$ cat config.mk
export PLATFORM = sky130hd
export DESIGN_NAME = addsub_pipe_flat
export DESIGN_NICKNAME = d
export VERILOG_FILES = /design/src/rtl/alu_pkg.sv /design/src/rtl/addsub_pipe_if.sv /design/src/rtl/addsub_slice.sv /design/src/rtl/addsub_pipe.sv /design/src/flat_wrapper.sv
export SDC_FILE = /design/constraint.sdc
export NUM_CORES = 1
export LEC_CHECK = 0
export CAP_MARGIN = 20
export CORE_MARGIN = 4
export CORE_UTILIZATION = 45
export CTS_BUF_LIST = sky130_fd_sc_hd__clkbuf_2
export DETAILED_ROUTE_END_ITERATION = 16
export DONT_BUFFER_PORTS = 1
export PLACE_DENSITY = 0.7
export REMOVE_ABC_BUFFERS = 1
export SETUP_SLACK_MARGIN = 0.05
export SLEW_MARGIN = 20
export SYNTH_ARGS = -nofsm -noshare
export SYNTH_HDL_FRONTEND = slang
export SYNTH_SLANG_ARGS = --single-unit
$ cat constraint.sdc
create_clock -name clk -period 6.9 [get_ports clk]
set_input_delay 1.38 -clock clk [delete_from_list [all_inputs] [get_ports clk]]
set_output_delay 1.38 -clock clk [all_outputs]
set_load 0.02 [all_outputs]
$ cat src/rtl/alu_pkg.sv
// Shared ALU types: flag bundle, default geometry and the flag derivation
// used by the pipelined add/subtract unit.
package alu_pkg;

   localparam int DEF_WIDTH = 32;
   localparam int DEF_SLICE = 8;
   localparam int DEF_TAGW  = 4;

   typedef struct packed {
      logic zero;
      logic overflow;
      logic negative;
   } flags_t;

   // Payload carried between stages for the default geometry; the top level
   // declares the same layout at its own parameterised width.
   typedef struct packed {
      logic [DEF_WIDTH-1:0] a;
      logic [DEF_WIDTH-1:0] b;
      logic [DEF_WIDTH-1:0] res;
      logic                 carry;
      logic                 all_zero;
      logic                 sub;
      logic                 sgn;
      logic [DEF_TAGW-1:0]  tag;
   } stage_pld_t;

   // Flags from the carries around the result MSB. For unsigned subtract the
   // final carry is an inverted borrow, so A<B shows up as cout=0.
   function automatic flags_t calc_flags(
      input logic sgn,
      input logic sub,
      input logic cin_msb,
      input logic cout,
      input logic s_msb,
      input logic all_zero
   );
      flags_t f;
      logic   ovf;
      if (sgn) begin
         ovf = cin_msb ^ cout;
      end else if (sub) begin
         ovf = ~cout;
      end else begin
         ovf = cout;
      end
      f.overflow = ovf;
      f.negative = sgn ? (s_msb ^ ovf) : (sub & ~cout);
      f.zero     = all_zero & ~ovf;
      return f;
   endfunction

endpackage

$ cat src/rtl/addsub_pipe_if.sv
// Handshake and data bus of the pipelined add/subtract unit.
// master: the producer/consumer side; slave: the unit itself.
interface addsub_pipe_if #(
   parameter int WIDTH = 32,
   parameter int TAGW  = 4
);
   logic             In_Valid;
   logic             In_Ready;
   logic [WIDTH-1:0] A;
   logic [WIDTH-1:0] B;
   logic             Sub;
   logic             Signed;
   logic [TAGW-1:0]  Tag_In;
   logic             Out_Valid;
   logic             Out_Ready;
   logic [WIDTH-1:0] S;
   logic             Zero;
   logic             Overflow;
   logic             Negative;
   logic [TAGW-1:0]  Tag_Out;

   modport master (
      output In_Valid, A, B, Sub, Signed, Tag_In, Out_Ready,
      input  In_Ready, Out_Valid, S, Zero, Overflow, Negative, Tag_Out
   );

   modport slave (
      input  In_Valid, A, B, Sub, Signed, Tag_In, Out_Ready,
      output In_Ready, Out_Valid, S, Zero, Overflow, Negative, Tag_Out
   );
endinterface

$ cat src/rtl/addsub_slice.sv
// One SLICE-bit ripple chunk of the pipelined adder. Also reports the carry
// into its own MSB (needed for signed overflow) and whether its sum is zero.
module addsub_slice #(
   parameter int SLICE = 8
) (
   input  logic [SLICE-1:0] a,
   input  logic [SLICE-1:0] b,
   input  logic             cin,
   output logic [SLICE-1:0] sum,
   output logic             cout,
   output logic             cin_msb,
   output logic             zero
);
   logic [SLICE:0] full;

   assign full    = {1'b0, a} + {1'b0, b} + {{SLICE{1'b0}}, cin};
   assign sum     = full[SLICE-1:0];
   assign cout    = full[SLICE];
   // a ^ b ^ carry_in = sum at any bit, so the MSB carry-in falls out directly
   assign cin_msb = a[SLICE-1] ^ b[SLICE-1] ^ sum[SLICE-1];
   assign zero    = ~|sum;
endmodule

$ cat src/rtl/addsub_pipe.sv
// Pipelined add/subtract unit: one SLICE-bit chunk per stage with the carry
// registered between stages. Operands shift right as they are consumed
// (skew), result slices shift in from the top (deskew), so after the last
// stage the result is fully aligned. A single global stall freezes all stages.
module addsub_pipe
   import alu_pkg::*;
#(
   parameter int WIDTH = DEF_WIDTH,
   parameter int SLICE = DEF_SLICE,
   parameter int TAGW  = DEF_TAGW
) (
   input logic          clk,
   input logic          reset,
   addsub_pipe_if.slave bus
);
   // WIDTH must be a multiple of SLICE
   localparam int STAGES = WIDTH / SLICE;

   typedef struct packed {
      logic [WIDTH-1:0] a;
      logic [WIDTH-1:0] b;
      logic [WIDTH-1:0] res;
      logic             carry;
      logic             all_zero;
      logic             sub;
      logic             sgn;
      logic [TAGW-1:0]  tag;
   } pld_t;

   pld_t              pld_in;
   pld_t              pld_d [STAGES];
   pld_t              pld_q [STAGES];
   logic [STAGES-1:0] vld_d;
   logic [STAGES-1:0] vld_q;
   flags_t            flags_d;
   flags_t            flags_q;
   logic              adv;

   assign adv = ~vld_q[STAGES-1] | bus.Out_Ready;

   // Stage-0 payload straight from the bus; subtract is A + ~B + 1
   always_comb begin
      pld_in          = '0;
      pld_in.a        = bus.A;
      pld_in.b        = bus.Sub ? ~bus.B : bus.B;
      pld_in.carry    = bus.Sub;
      pld_in.all_zero = 1'b1;
      pld_in.sub      = bus.Sub;
      pld_in.sgn      = bus.Signed;
      pld_in.tag      = bus.Tag_In;
   end

   for (genvar i = 0; i < STAGES; i++) begin : g_stage
      pld_t             prev;
      logic [SLICE-1:0] sum;
      logic             cout;
      logic             cin_msb;
      logic             slice_zero;
      logic [WIDTH-1:0] res_nxt;

      if (i == 0) begin : g_first
         assign prev     = pld_in;
         assign vld_d[i] = bus.In_Valid;
      end else begin : g_rest
         assign prev     = pld_q[i-1];
         assign vld_d[i] = vld_q[i-1];
      end

      addsub_slice #(.SLICE(SLICE)) u_slice (
         .a       (prev.a[SLICE-1:0]),
         .b       (prev.b[SLICE-1:0]),
         .cin     (prev.carry),
         .sum     (sum),
         .cout    (cout),
         .cin_msb (cin_msb),
         .zero    (slice_zero)
      );

      if (STAGES == 1) begin : g_single
         assign res_nxt = sum;
      end else begin : g_multi
         assign res_nxt = {sum, prev.res[WIDTH-1:SLICE]};
      end

      assign pld_d[i] = '{
         a:        prev.a >> SLICE,
         b:        prev.b >> SLICE,
         res:      res_nxt,
         carry:    cout,
         all_zero: prev.all_zero & slice_zero,
         sub:      prev.sub,
         sgn:      prev.sgn,
         tag:      prev.tag
      };

      // The MSB slice lives in the last stage, so flags are formed there and
      // registered together with the completed result.
      if (i == STAGES - 1) begin : g_last
         assign flags_d = calc_flags(prev.sgn, prev.sub, cin_msb, cout,
                                     sum[SLICE-1],
                                     prev.all_zero & slice_zero);
      end
   end

   // Pipeline registers: reset flushes everything, otherwise advance on adv.
   // Bubbles still clock their (deterministic) data through.
   always_ff @(posedge clk) begin
      if (reset) begin
         vld_q   <= '0;
         flags_q <= '0;
         for (int i = 0; i < STAGES; i++) begin
            pld_q[i] <= '0;
         end
      end else if (adv) begin
         vld_q   <= vld_d;
         flags_q <= flags_d;
         for (int i = 0; i < STAGES; i++) begin
            pld_q[i] <= pld_d[i];
         end
      end
   end

   assign bus.In_Ready  = adv & ~reset;
   assign bus.Out_Valid = vld_q[STAGES-1];
   assign bus.S         = pld_q[STAGES-1].res;
   assign bus.Tag_Out   = pld_q[STAGES-1].tag;
   assign bus.Zero      = flags_q.zero;
   assign bus.Overflow  = flags_q.overflow;
   assign bus.Negative  = flags_q.negative;
endmodule
$ cat src/flat_wrapper.sv
// flat-port wrapper written by rule: the top's interface ports become plain ports
module addsub_pipe_flat import alu_pkg::*;
#(
   parameter int WIDTH = DEF_WIDTH,
   parameter int SLICE = DEF_SLICE,
   parameter int TAGW  = DEF_TAGW
)
  (clk, reset, bus_In_Valid, bus_A, bus_B, bus_Sub, bus_Signed, bus_Tag_In, bus_Out_Ready, bus_In_Ready, bus_Out_Valid, bus_S, bus_Zero, bus_Overflow, bus_Negative, bus_Tag_Out);
  addsub_pipe_if #(.WIDTH(WIDTH), .TAGW(TAGW)) bus_i ();
  input logic clk;
  input logic reset;
  input wire logic [$bits(bus_i.In_Valid)-1:0] bus_In_Valid;
  input wire logic [$bits(bus_i.A)-1:0] bus_A;
  input wire logic [$bits(bus_i.B)-1:0] bus_B;
  input wire logic [$bits(bus_i.Sub)-1:0] bus_Sub;
  input wire logic [$bits(bus_i.Signed)-1:0] bus_Signed;
  input wire logic [$bits(bus_i.Tag_In)-1:0] bus_Tag_In;
  input wire logic [$bits(bus_i.Out_Ready)-1:0] bus_Out_Ready;
  output wire logic [$bits(bus_i.In_Ready)-1:0] bus_In_Ready;
  output wire logic [$bits(bus_i.Out_Valid)-1:0] bus_Out_Valid;
  output wire logic [$bits(bus_i.S)-1:0] bus_S;
  output wire logic [$bits(bus_i.Zero)-1:0] bus_Zero;
  output wire logic [$bits(bus_i.Overflow)-1:0] bus_Overflow;
  output wire logic [$bits(bus_i.Negative)-1:0] bus_Negative;
  output wire logic [$bits(bus_i.Tag_Out)-1:0] bus_Tag_Out;
  assign bus_i.In_Valid = bus_In_Valid;
  assign bus_i.A = bus_A;
  assign bus_i.B = bus_B;
  assign bus_i.Sub = bus_Sub;
  assign bus_i.Signed = bus_Signed;
  assign bus_i.Tag_In = bus_Tag_In;
  assign bus_i.Out_Ready = bus_Out_Ready;
  assign bus_In_Ready = bus_i.In_Ready;
  assign bus_Out_Valid = bus_i.Out_Valid;
  assign bus_S = bus_i.S;
  assign bus_Zero = bus_i.Zero;
  assign bus_Overflow = bus_i.Overflow;
  assign bus_Negative = bus_i.Negative;
  assign bus_Tag_Out = bus_i.Tag_Out;
  addsub_pipe #(.WIDTH(WIDTH), .SLICE(SLICE), .TAGW(TAGW)) u_core (.clk(clk), .reset(reset), .bus(bus_i));
endmodule
== Word-level counts from Yosys, hierarchy flattened ==
Memories as Yosys holds them, arrays and structs flattened.
Index checks and enable logic that the tools add are counted.

* Register bits: 7
* RAM bits: 352
* Input bits: 74
* Output and inout port bits: 41
* Memories kept: 1

* $add $sub $neg: 8
* Mux-type cells: 13
* Bitwise operators: 20
* Reductions and logical operators: 8

{| class="wikitable"
|+ Memories
! memory !! words !! width !! read ports !! clocked after Yosys merged registers in !! write ports !! RTL line !! text
|-
| u_core.pld_q || 4 || 88 || 4 || 0 || 4 || addsub_pipe.sv:32 || <nowiki>pld_t pld_q [STAGES];</nowiki>
|}

{| class="wikitable"
|+ Operators by type and width
! operator !! number
|-
| $mux W88 || 4
|-
| $add A8 B8 Y9 || 4
|-
| $add A9 B1 Y9 || 4
|-
| $mux W32 || 1
|-
| $not A32 Y32 || 1
|-
| $reduce_or A8 Y1 || 4
|-
| $mux W1 || 8
|-
| $and A1 B1 Y1 || 6
|-
| $or A1 B1 Y1 || 5
|-
| $logic_not A1 Y1 || 4
|-
| $not A1 Y1 || 4
|-
| $xor A1 B1 Y1 || 4
|}

== Logic depth before layout (Yosys ltp) ==
Gate-level depths: netlist of run 1.
An unclocked memory read counts as a cell.

* Depth after elaboration: 8
* Gate-level depth with buffers: 13
* Depth with buffers taken out: 13

== Hierarchy ==
A second synthesis of run 1 with hierarchy kept.

* Cell total of the unflattened synthesis: 681
* Area total of the unflattened synthesis: 9705.6 um^2

{| class="wikitable"
|+ Modules (own cells, without submodules)
! module !! instances !! cells each !! area each (um^2)
|-
| addsub_pipe || 1 || 495 || 8190.4
|-
| addsub_slice (u_core.g_stage[1].u_slice ...) || 2 || 44 || 370.4
|-
| addsub_slice (u_core.g_stage[0].u_slice) || 1 || 53 || 405.4
|-
| addsub_slice (u_core.g_stage[3].u_slice) || 1 || 45 || 369.1
|}

== Least setup slack after synthesis of run 1 ==
No wires, ideal clock.

* Path type: in2reg
* Start point: input port bus_Out_Ready
* End point: memory u_core.pld_q[0][0] (netlist bit), enable pin
* Arrival time: 5.560 ns
* Data required time: 6.343 ns
* Slack: 0.783 ns
* Stages on the path: 3
* Cells stage by stage: nand2b_1 > nor2_1 > inv_1

{| class="wikitable"
|+ RTL lines
! item !! RTL line !! text
|-
| start, declared || flat_wrapper.sv:18 || <nowiki>input wire logic [$bits(bus_i.Out_Ready)-1:0] bus_Out_Ready;</nowiki>
|-
| end, declared || addsub_pipe.sv:32 ||
|}

== Final worst setup path of run 1 ==
* Start point: input port bus_Out_Ready
* End point: output port bus_In_Ready

* Longest elaborated chain between the ends: 2

{| class="wikitable"
|+ Ends and longest elaborated chain
! item !! RTL line !! text
|-
| $or A1 B1 Y1 || addsub_pipe.sv:39 || <nowiki>assign adv = ~vld_q[STAGES-1] | bus.Out_Ready;</nowiki>
|-
| $and A1 B1 Y1 || addsub_pipe.sv:123 || <nowiki>assign bus.In_Ready = adv & ~reset;</nowiki>
|-
| end, declared || flat_wrapper.sv:19 || <nowiki>output wire logic [$bits(bus_i.In_Ready)-1:0] bus_In_Ready;</nowiki>
|}

No other way between the ends.

==> impl_metrics.ini, run 1 <==
[outcome]
outcome = complete, no violations

[cts]
cts_buffers = 52
cts.repair.resized = 0
clock-sinks = 211
cts_tree = done
clock_path_buffers = 3
cts_max_level = 2
clk_latency_ns = 0.78
hold_buffers = 0
root_buffer = clkbuf_2
cts_setup_buffers = 0
clk_pin_slew_ns = 0.08

[critical_path]
cp-start-kind = primary input
endpoint_kind = output pin
crit_chain = nand2b_1 > nand2b_2 > inv_4
slowest_delay_ns = 0.41
r2r-start = u_core.pld_q[2][7]
regToRegSetupSlack_ns = 3.96
reg2reg_depth = 13
cp.required_ns = 5.52
cp_data_arrival_time_ns = 2.07
crit_type = in -> out
reg2reg_to = u_core.bus.Zero
crit_path_start = bus_Out_Ready
crit_path_end = bus_In_Ready
crit_fanout = 67
cp_slowest_cell = inv_4

[power_and_ir_drop]
p_per_area_nw_per_um2 = 253.6
p_total_mw = 2.549
power.leakage_nw = 4.167
ir_drop_mv = 0.1006

[sta]
final_max_slew_viol_count = 0
slew-limit-headroom_pct = 33.22
grt_setup_unrepaired = no
fin_crit_sh_pct = 49.95
tns_ns = 0
post-route-min-period_ns = 3.447
finalHoldViolCount = 0
setup_slack_ns = 3.453
whs_ns = 0.4718
setup_violations = 0
fmax_mhz = 290.1
fin_skew_ns = 0.05974
max_slew.worst_pin.slew_ns = 1.002

[die]
pin_count = 115
rows = 52
initial_core_util_pct = 45.78
die_h_um = 151.7
core_um2 = 20300
die_x_um = 151.7
die_area_um2 = 23020

[min_path]
min_path_type = reg -> reg

[synth]
synthCells = 668
avgSynthCellArea_um2 = 13.91
synth_edf_count = 204
async_flop_share_pct = 0
syn_area_um2 = 9294
yosys_warnings = 0
synth_cell_type_count = 46
synthFlopType = edfxtp_1
seq_area_frac_synth_pct = 67.42
ys_seq_elements = 211

[detailed_routing]
wl_per_cell_um = 14.82
vias = 4977
routed_wl_um = 14980
drtIter0Drc = 250
drc = 0
vias_per_cell = 4.923
drtAntennaViolNets = 0
dr.pass1.iters = 4

[cells_and_area]
nFillCells = 1787
mostFrequentLayoutCell = edfxtp_1
multiInputGateArea_um2 = 2843
post-route-util_pct = 49.51
syn2layout_area_growth_pct = 8.131
mostFrequentLayoutCells = edfxtp_1 (204), and2_1 (149), clkbuf_2 (78)
drive_above_1_share_pct = 13.11
fin_nets = 807
seq_area_um2 = 6266

[global_routing]
overflow = 0
antenna_found_initial = 1
grt_pass1_vias = 5084
track_usage_pct = 12.96
grt_pass1_wl_um = 23640
grt_max_degree = 127

[place]
numPortBuffers = 0
dp_slack_ns = 3.140
dp_hpwl_um = 9340
gp_congestion = 0.8388

[job]
maxCapViolations = 0
worst min path at each step:
| stage | endpoint | from | depth (start not counted) |
|---|---|---|---|
| 2_1_floorplan | u_core.vld_q[3] | u_core.vld_q[2] | 2 |
| 3_3_place_gp | u_core.vld_q[3] | u_core.vld_q[2] | 2 |
| 3_5_place_dp | u_core.vld_q[1] | u_core.vld_q[1] | 1 |
| 4_1_cts | u_core.vld_q[2] | u_core.vld_q[1] | 2 |
| 5_1_grt | u_core.vld_q[3] | u_core.vld_q[2] | 2 |
| 6_report | u_core.vld_q[2] | u_core.vld_q[1] | 2 |
through the flow:
stage               instances  instance area, µm²
finish                   1011               10050
global route             1011               10050
CTS                      1010               10050
detailed placement        913                9554
global placement          913                9554
floorplan                 640                9181
power breakdown:
group	internal, mW	switching (mW)
registers	1.49	0.0369
logic	0.0887	0.101
clock network	0.342	0.489
total	1.92	0.627
Yosys cell counts (3+ instances only):
library cell	count	share of area (%)
a21o_1	7	0.57
and2_1	149	10
o21a_1	8	0.65
buf_1	5	0.20
nor2b_1	3	0.20
nor3_1	5	0.27
nor2_1	63	2.5
clkbuf_1	22	0.89
xor2_1	20	1.9
a22o_1	3	0.28
a21oi_1	17	0.92
ha_1	29	3.9
nand4_1	3	0.20
o31ai_1	3	0.24
o21ai_0	13	0.70
edfxtp_1	204	66
dfxtp_1	7	1.5
fa_1	7	1.5
inv_1	20	0.81
and4b_1	3	0.32
nand2_1	9	0.36
a211oi_1	3	0.24
nand2b_1	5	0.34
o31a_1	4	0.38
xnor2_1	28	2.6
worst max-delay path, delay by kind of cell:
kind,cells,cell delay [ns]
buffers and inverters,1,0.41
and+or+nand+nor,2,0.25
area by class of cell:
| class | instances | area share (%) |
|---|---|---|
| Sequential cell | 211 | 62.35 |
| Inverter | 20 | 0.8466 |
| Multi-Input combinational cell | 409 | 28.29 |
| Timing Repair Buffer | 3 | 0.2241 |
| Tap cell | 270 | 3.362 |
| Antenna cell | 1 | 0.02490 |
| Clock inverter | 19 | 1.021 |
| Clock buffer | 78 | 3.884 |
kinds of logic (layout without fill, tap and decap cells):
family | after synthesis | after routing | synth area share, %
AND/OR/NAND/NOR | 252 | 252 | 15.24
flip-flops | 211 | 211 | 67.42
AO/OA/AOI/OAI | 72 | 72 | 5.224
XOR/XNOR | 48 | 48 | 4.523
buffers and inverters | 48 | 120 | 2.019
adder cells (fa/ha/maj) | 36 | 36 | 5.412
multiplexers | 1 | 1 | 0.1615
other | 0 | 1 | 0
layer usage:
layer  part of all wire, %  routed length [µm]  vias to the layer above  track usage, %
met3                   7.0                1043                       41           4.819
met4                   3.2                 481                        0           5.975
li1                      -                   -                     2452               -
met2                    49                7412                      151           22.22
met1                    40                6040                     2333           14.34
met5                     0                   0                        -               0
registers in the layout (all words and copies together), names as in the netlist:
signal	count
u_core.bus.Zero	1
u_core.bus.Negative	1
u_core.pld_q	204
u_core.vld_q	4
u_core.bus.Overflow	1
Note: power is estimated with default switching activity, not from simulation.
==> run 2, diff against run 1 <==
==> constraint.sdc (replaced) <==
create_clock -name clk -period 3.5 [get_ports clk]
set_input_delay 0.7 -clock clk [delete_from_list [all_inputs] [get_ports clk]]
set_output_delay 0.7 -clock clk [all_outputs]
set_load 0.02 [all_outputs]
==> run 2 against run 1 <==
Power grew 98%. Critical endpoint is now u_core.bus.Zero. Largest cell class unchanged. Global-route usage is 0.38 points higher. Hold slack worse by 0.33 ns. Non-clock buffer count rose by 4.
==> impl_metrics.ini, run 2 (synthesis results as in run 1) <==
[outcome]
outcome = complete, no violations

[sta]
fmax_mhz = 337.4
fin_crit_sh_pct = 84.68
setup_violations = 0
whs_ns = 0.1398
grt_setup_unrepaired = no
post-route-min-period_ns = 2.964
finalHoldViolCount = 0
slew-limit-headroom_pct = 49.13
max_slew.worst_pin.slew_ns = 0.7630
final_max_slew_viol_count = 0
fin_skew_ns = 0.05657

[cells_and_area]
mostFrequentLayoutCell = edfxtp_1
seq_area_um2 = 6266
drive_above_1_share_pct = 12.42
final_cells = 1012
mostFrequentLayoutCells = edfxtp_1 (204), and2_1 (149), clkbuf_2 (75)
nFillCells = 1806
largest-register = u_core.pld_q
post-route-util_pct = 49.78
reg_top3 = u_core.pld_q x204, u_core.vld_q x4
multiInputGateArea_um2 = 2843
syn2layout_area_growth_pct = 8.724
fin_nets = 811
largest_reg_flops = 204

[cts]
cts_setup_buffers = 0
cts_tree = done
clk_pin_slew_ns = 0.11
cts_max_level = 2
cts_buffers = 52
clk_latency_ns = 0.75
clock_path_buffers = 3
clock-sinks = 211
root_buffer = clkbuf_2

[power_and_ir_drop]
ir_drop_mv = 0.2052
p_per_area_nw_per_um2 = 500.1
power.leakage_nw = 4.178

[global_routing]
track_usage_pct = 13.34
grt_pass1_vias = 5218
grt_pass1_wl_um = 24440
overflow = 0
grt_max_degree = 91
antenna_found_initial = 1

[critical_path]
crit_type = reg -> reg
endpoint_kind = flop
crit_path_start = u_core.pld_q[2][7]
crit_fanout = 4
cp_data_arrival_time_ns = 3.63
cp.required_ns = 4.17
cp-start-kind = flop
r2r-start = u_core.pld_q[2][7]

[detailed_routing]
vias = 4972
wl_per_cell_um = 15.06
drtAntennaViolNets = 0
drc = 0
vias_per_cell = 4.913
routed_wl_um = 15240
dr.pass1.iters = 4
drtIter0Drc = 273

[place]
gp_congestion = 0.8683
dp.cells = 915
numPortBuffers = 0
dp_hpwl_um = 9426

[die]
die_area_um2 = 23020
pin_count = 115
die_x_um = 151.7
die_h_um = 151.7
rows = 52
initial_core_util_pct = 45.78
core_um2 = 20300

[min_path]
hp-start = bus_Sub
min_path_type = in -> reg

[job]
maxCapViolations = 0
[run 2: changes by cell type in the layout (fill, tap and decap cells not counted)]
cell,previous run,this run
clkinv_1,12,16
clkbuf_2,78,75
clkinv_2,4,1
dlygate4sd3_1,0,2
inv_2,2,0
buf_12,0,1
buf_4,3,4
bufinv_16,1,2
[run 2: critical path, cell delays in order, from the launching register on]
cell      delay [ns]
edfxtp_1        0.35
inv_1           0.07
fa_1            0.47
fa_1            0.51
nor2b_4         0.15
o31a_1          0.18
o31a_1          0.22
o21a_1          0.15
nor2_1          0.06
ha_1            0.29
nor2_1          0.04
a21oi_1         0.11
o31ai_1         0.10
o31ai_1         0.22
[run 2: stage by stage]
step                area (µm²)  setup WS (ns)  TNS (ns)  power [mW]
CTS                      10100         0.5491         0       5.153
detailed placement        9582         0.5255         0       3.457
finish                   10100         0.5363         0       5.053
global placement          9582         0.7287         0       3.431
floorplan                 9181         -1.937   -475.19       3.358
global route             10100         0.3426         0       5.344
[run 2: what timing repair did]
item                                    CTS  global route
hold endpoints to repair                  2             0
gates resized for setup                   0             0
endpoints found under the setup margin    0             0
hold buffers                              2             0
[run 2: worst paths after layout]
check,endpoint,slack (ns),cells after the start
setup / recovery,u_core.bus.Zero,0.54,13
hold / removal,u_core.pld_q[0][5],0.14,1
setup reg to reg,u_core.bus.Zero,0.54,13
hold reg to reg,u_core.vld_q[3],0.46,2
[run 2: metal layers]
metal / part of all wire [%] / global-route usage [%] / up-vias
met3: 7.2 / 4.819 / 43
met4: 2.3 / 5.346 / 0
met1: 41 / 15.36 / 2309
li1: - / - / 2455
met2: 50 / 22.71 / 165
met5: 0 / 0 / -
[run 2: area by class of cell]
type / count / area share (%)
diodes: 1 / 0.02476
clock buffers: 75 / 3.715
clock inverters: 19 / 1.238
inverters: 20 / 0.8420
multi-input cells: 409 / 28.13
flip-flops and latches: 211 / 62.01
well taps: 270 / 3.343
repair buffers: 7 / 0.6934
[run 2: power by group]
group          switching, mW  internal [mW]  leakage [nW]
Combinational          0.207          0.178          1.33
Sequential            0.0731           2.94          2.48
Clock                  0.933          0.722         0.369
==> run 3, diff against run 2 <==
==> constraint.sdc (replaced) <==
create_clock -name clk -period 3.02 [get_ports clk]
set_input_delay 0.604 -clock clk [delete_from_list [all_inputs] [get_ports clk]]
set_output_delay 0.604 -clock clk [all_outputs]
set_load 0.02 [all_outputs]
==> run 3 against run 2 <==
Routed wire length increased by 2.7%. Register-to-register slack got worse by 0.34 ns. Flip-flop and latch count unchanged. Utilization increased by 2.5 points. Clock-buffer cell count increased by 7. Global-route usage increased by 0.42 points. Cell count increased by 5.3%. Clock power increased by 8%. Fmax increased by 5.0%. Hold slack got worse by 0.031 ns. Clock skew increased by 0.011 ns. Design area increased by 5.0%.
==> impl_metrics.ini, run 3 (synthesis results as in run 1) <==
[cts]
clk_latency_ns = 0.76
cts_max_level = 2
clock-sinks = 211
clk_pin_slew_ns = 0.10
root_buffer = clkbuf_2
cts_buffers = 55
clock_path_buffers = 3
cts_tree = done

[global_routing]
grt_pass1_vias = 5411
grt_max_degree = 82
overflow = 0
grt_pass1_wl_um = 25040
track_usage_pct = 13.76
antenna_found_initial = 1

[critical_path]
crit_buf_inv = 1
slowest_delay_ns = 0.43
cp-start-kind = flop
endpoint_kind = flop
crit_family = adder cells
crit_fanout = 4
cp_data_arrival_time_ns = 3.50
reg2reg_depth = 13
crit_cells = 13
cp_slowest_cell = fa_1
crit_chain = inv_1 > fa_1 > fa_2 > nor2b_4 > o31a_1 > o31a_1 > o21a_1 > nor2_1 > ha_1 > nor2_1 > a21oi_1 > o31ai_1 > o31ai_1
crit_type = reg -> reg
cp.required_ns = 3.70

[place]
numPortBuffers = 0
dp_hpwl_um = 9543
dp.cells = 916
dp_slack_ns = 0.1124
gp_congestion = 0.8575

[detailed_routing]
vias = 5164
routed_wl_um = 15650
drtIter0Drc = 244
dr.pass1.iters = 4
top_layer_used = met4
vias_per_cell = 4.844
route.met3.wl_um = 964
wl_per_cell_um = 14.68
drtAntennaViolNets = 0
drc = 0
route.met2.wl_um = 7810
wirelength_met1_um = 6429

[cells_and_area]
drive_above_1_share_pct = 12.96
nFillCells = 1706
largest-register = u_core.pld_q
mostFrequentLayoutCells = edfxtp_1 (204), and2_1 (149), clkbuf_2 (82)
syn2layout_area_growth_pct = 14.16
reg_top3 = u_core.pld_q x204, u_core.vld_q x4
fin_nets = 866
final_cells = 1066
mostFrequentLayoutCell = edfxtp_1
largest_reg_flops = 204

[die]
die_area_um2 = 23020
core_um2 = 20300
initial_core_util_pct = 45.78
pin_count = 115
rows = 52
die_x_um = 151.7
die_h_um = 151.7

[sta]
fin_crit_sh_pct = 93.46
final_max_slew_viol_count = 0
finalHoldViolCount = 0
setup_slack_ns = 0.1974
max_slew.worst_pin.slew_ns = 0.6911
fin_skew_ns = 0.06742
whs_ns = 0.1085
fmax_mhz = 354.3
post-route-min-period_ns = 2.823
slew-limit-headroom_pct = 53.93
grt_setup_unrepaired = no
setup_violations = 0

[power_and_ir_drop]
power.leakage_nw = 4.408
p_total_mw = 5.790
p_per_area_nw_per_um2 = 545.7
ir_drop_mv = 0.2855

[job]
maxCapViolations = 0

[outcome]
outcome = complete, no violations

[min_path]
min_path_type = in -> reg
min_path_cells = 1
run 3: cell types whose count changed in the layout (fill, tap and decap cells not counted), moves of 2 or more:
cell           change
bufinv_16          -2
clkinv_1           -4
buf_12             +2
buf_4              +2
clkbuf_2           +7
dlygate4sd3_1     +48
run 3: path summary, 6_finish.rpt:
check	from	end	slack [ns]
worst max-delay path	u_core.pld_q[2][40]	u_core.bus.Zero	0.20
worst max register to register	u_core.pld_q[2][40]	u_core.bus.Zero	0.20
worst min-delay path	bus_A[24]	u_core.pld_q[0][80]	0.11
worst min register to register	u_core.pld_q[0][56]	u_core.pld_q[1][48]	0.48
run 3: final cells by class:
type	instances	area, µm²	share of cell area (%)
diodes	1	2.502	0.02358
clock buffers	82	410.4	3.868
clock inverters	14	57.56	0.5425
inverters	20	85.08	0.8019
multi-input cells	409	2845	26.82
flip-flops and latches	211	6266	59.06
well taps	270	337.8	3.184
repair buffers	59	605.6	5.708
run 3: power breakdown:
group / internal, mW / switching [mW] / total, mW
logic: 0.249 / 0.258 / 0.507
registers: 3.41 / 0.0836 / 3.49
clock network: 0.718 / 1.07 / 1.79
total: 4.37 / 1.42 / 5.79
run 3: what timing repair did:
action / CTS / global route
hold buffers: 51 / 0
buffers inserted: 0 / 2
endpoints found under the hold margin: 50 / 0
setup endpoints to repair: 0 / 2
gates resized for setup: 0 / 1
run 3: through the flow:
step	utilization [%]	cell area, µm²	TNS [ns]
2_1_floorplan	-	9181	-613.71
3_3_place_gp	47.30	9602	0
3_5_place_dp	47.30	9602	0
4_1_cts	52.17	10590	0
5_1_grt	52.27	10610	0
6_report	52.27	10610	0
run 3: metal layers:
metal / vias up / global-route usage [%]
met3: 48 / 4.224
met4: 0 / 6.783
li1: 2558 / -
met1: 2407 / 15.59
met5: - / 0
met2: 151 / 23.62
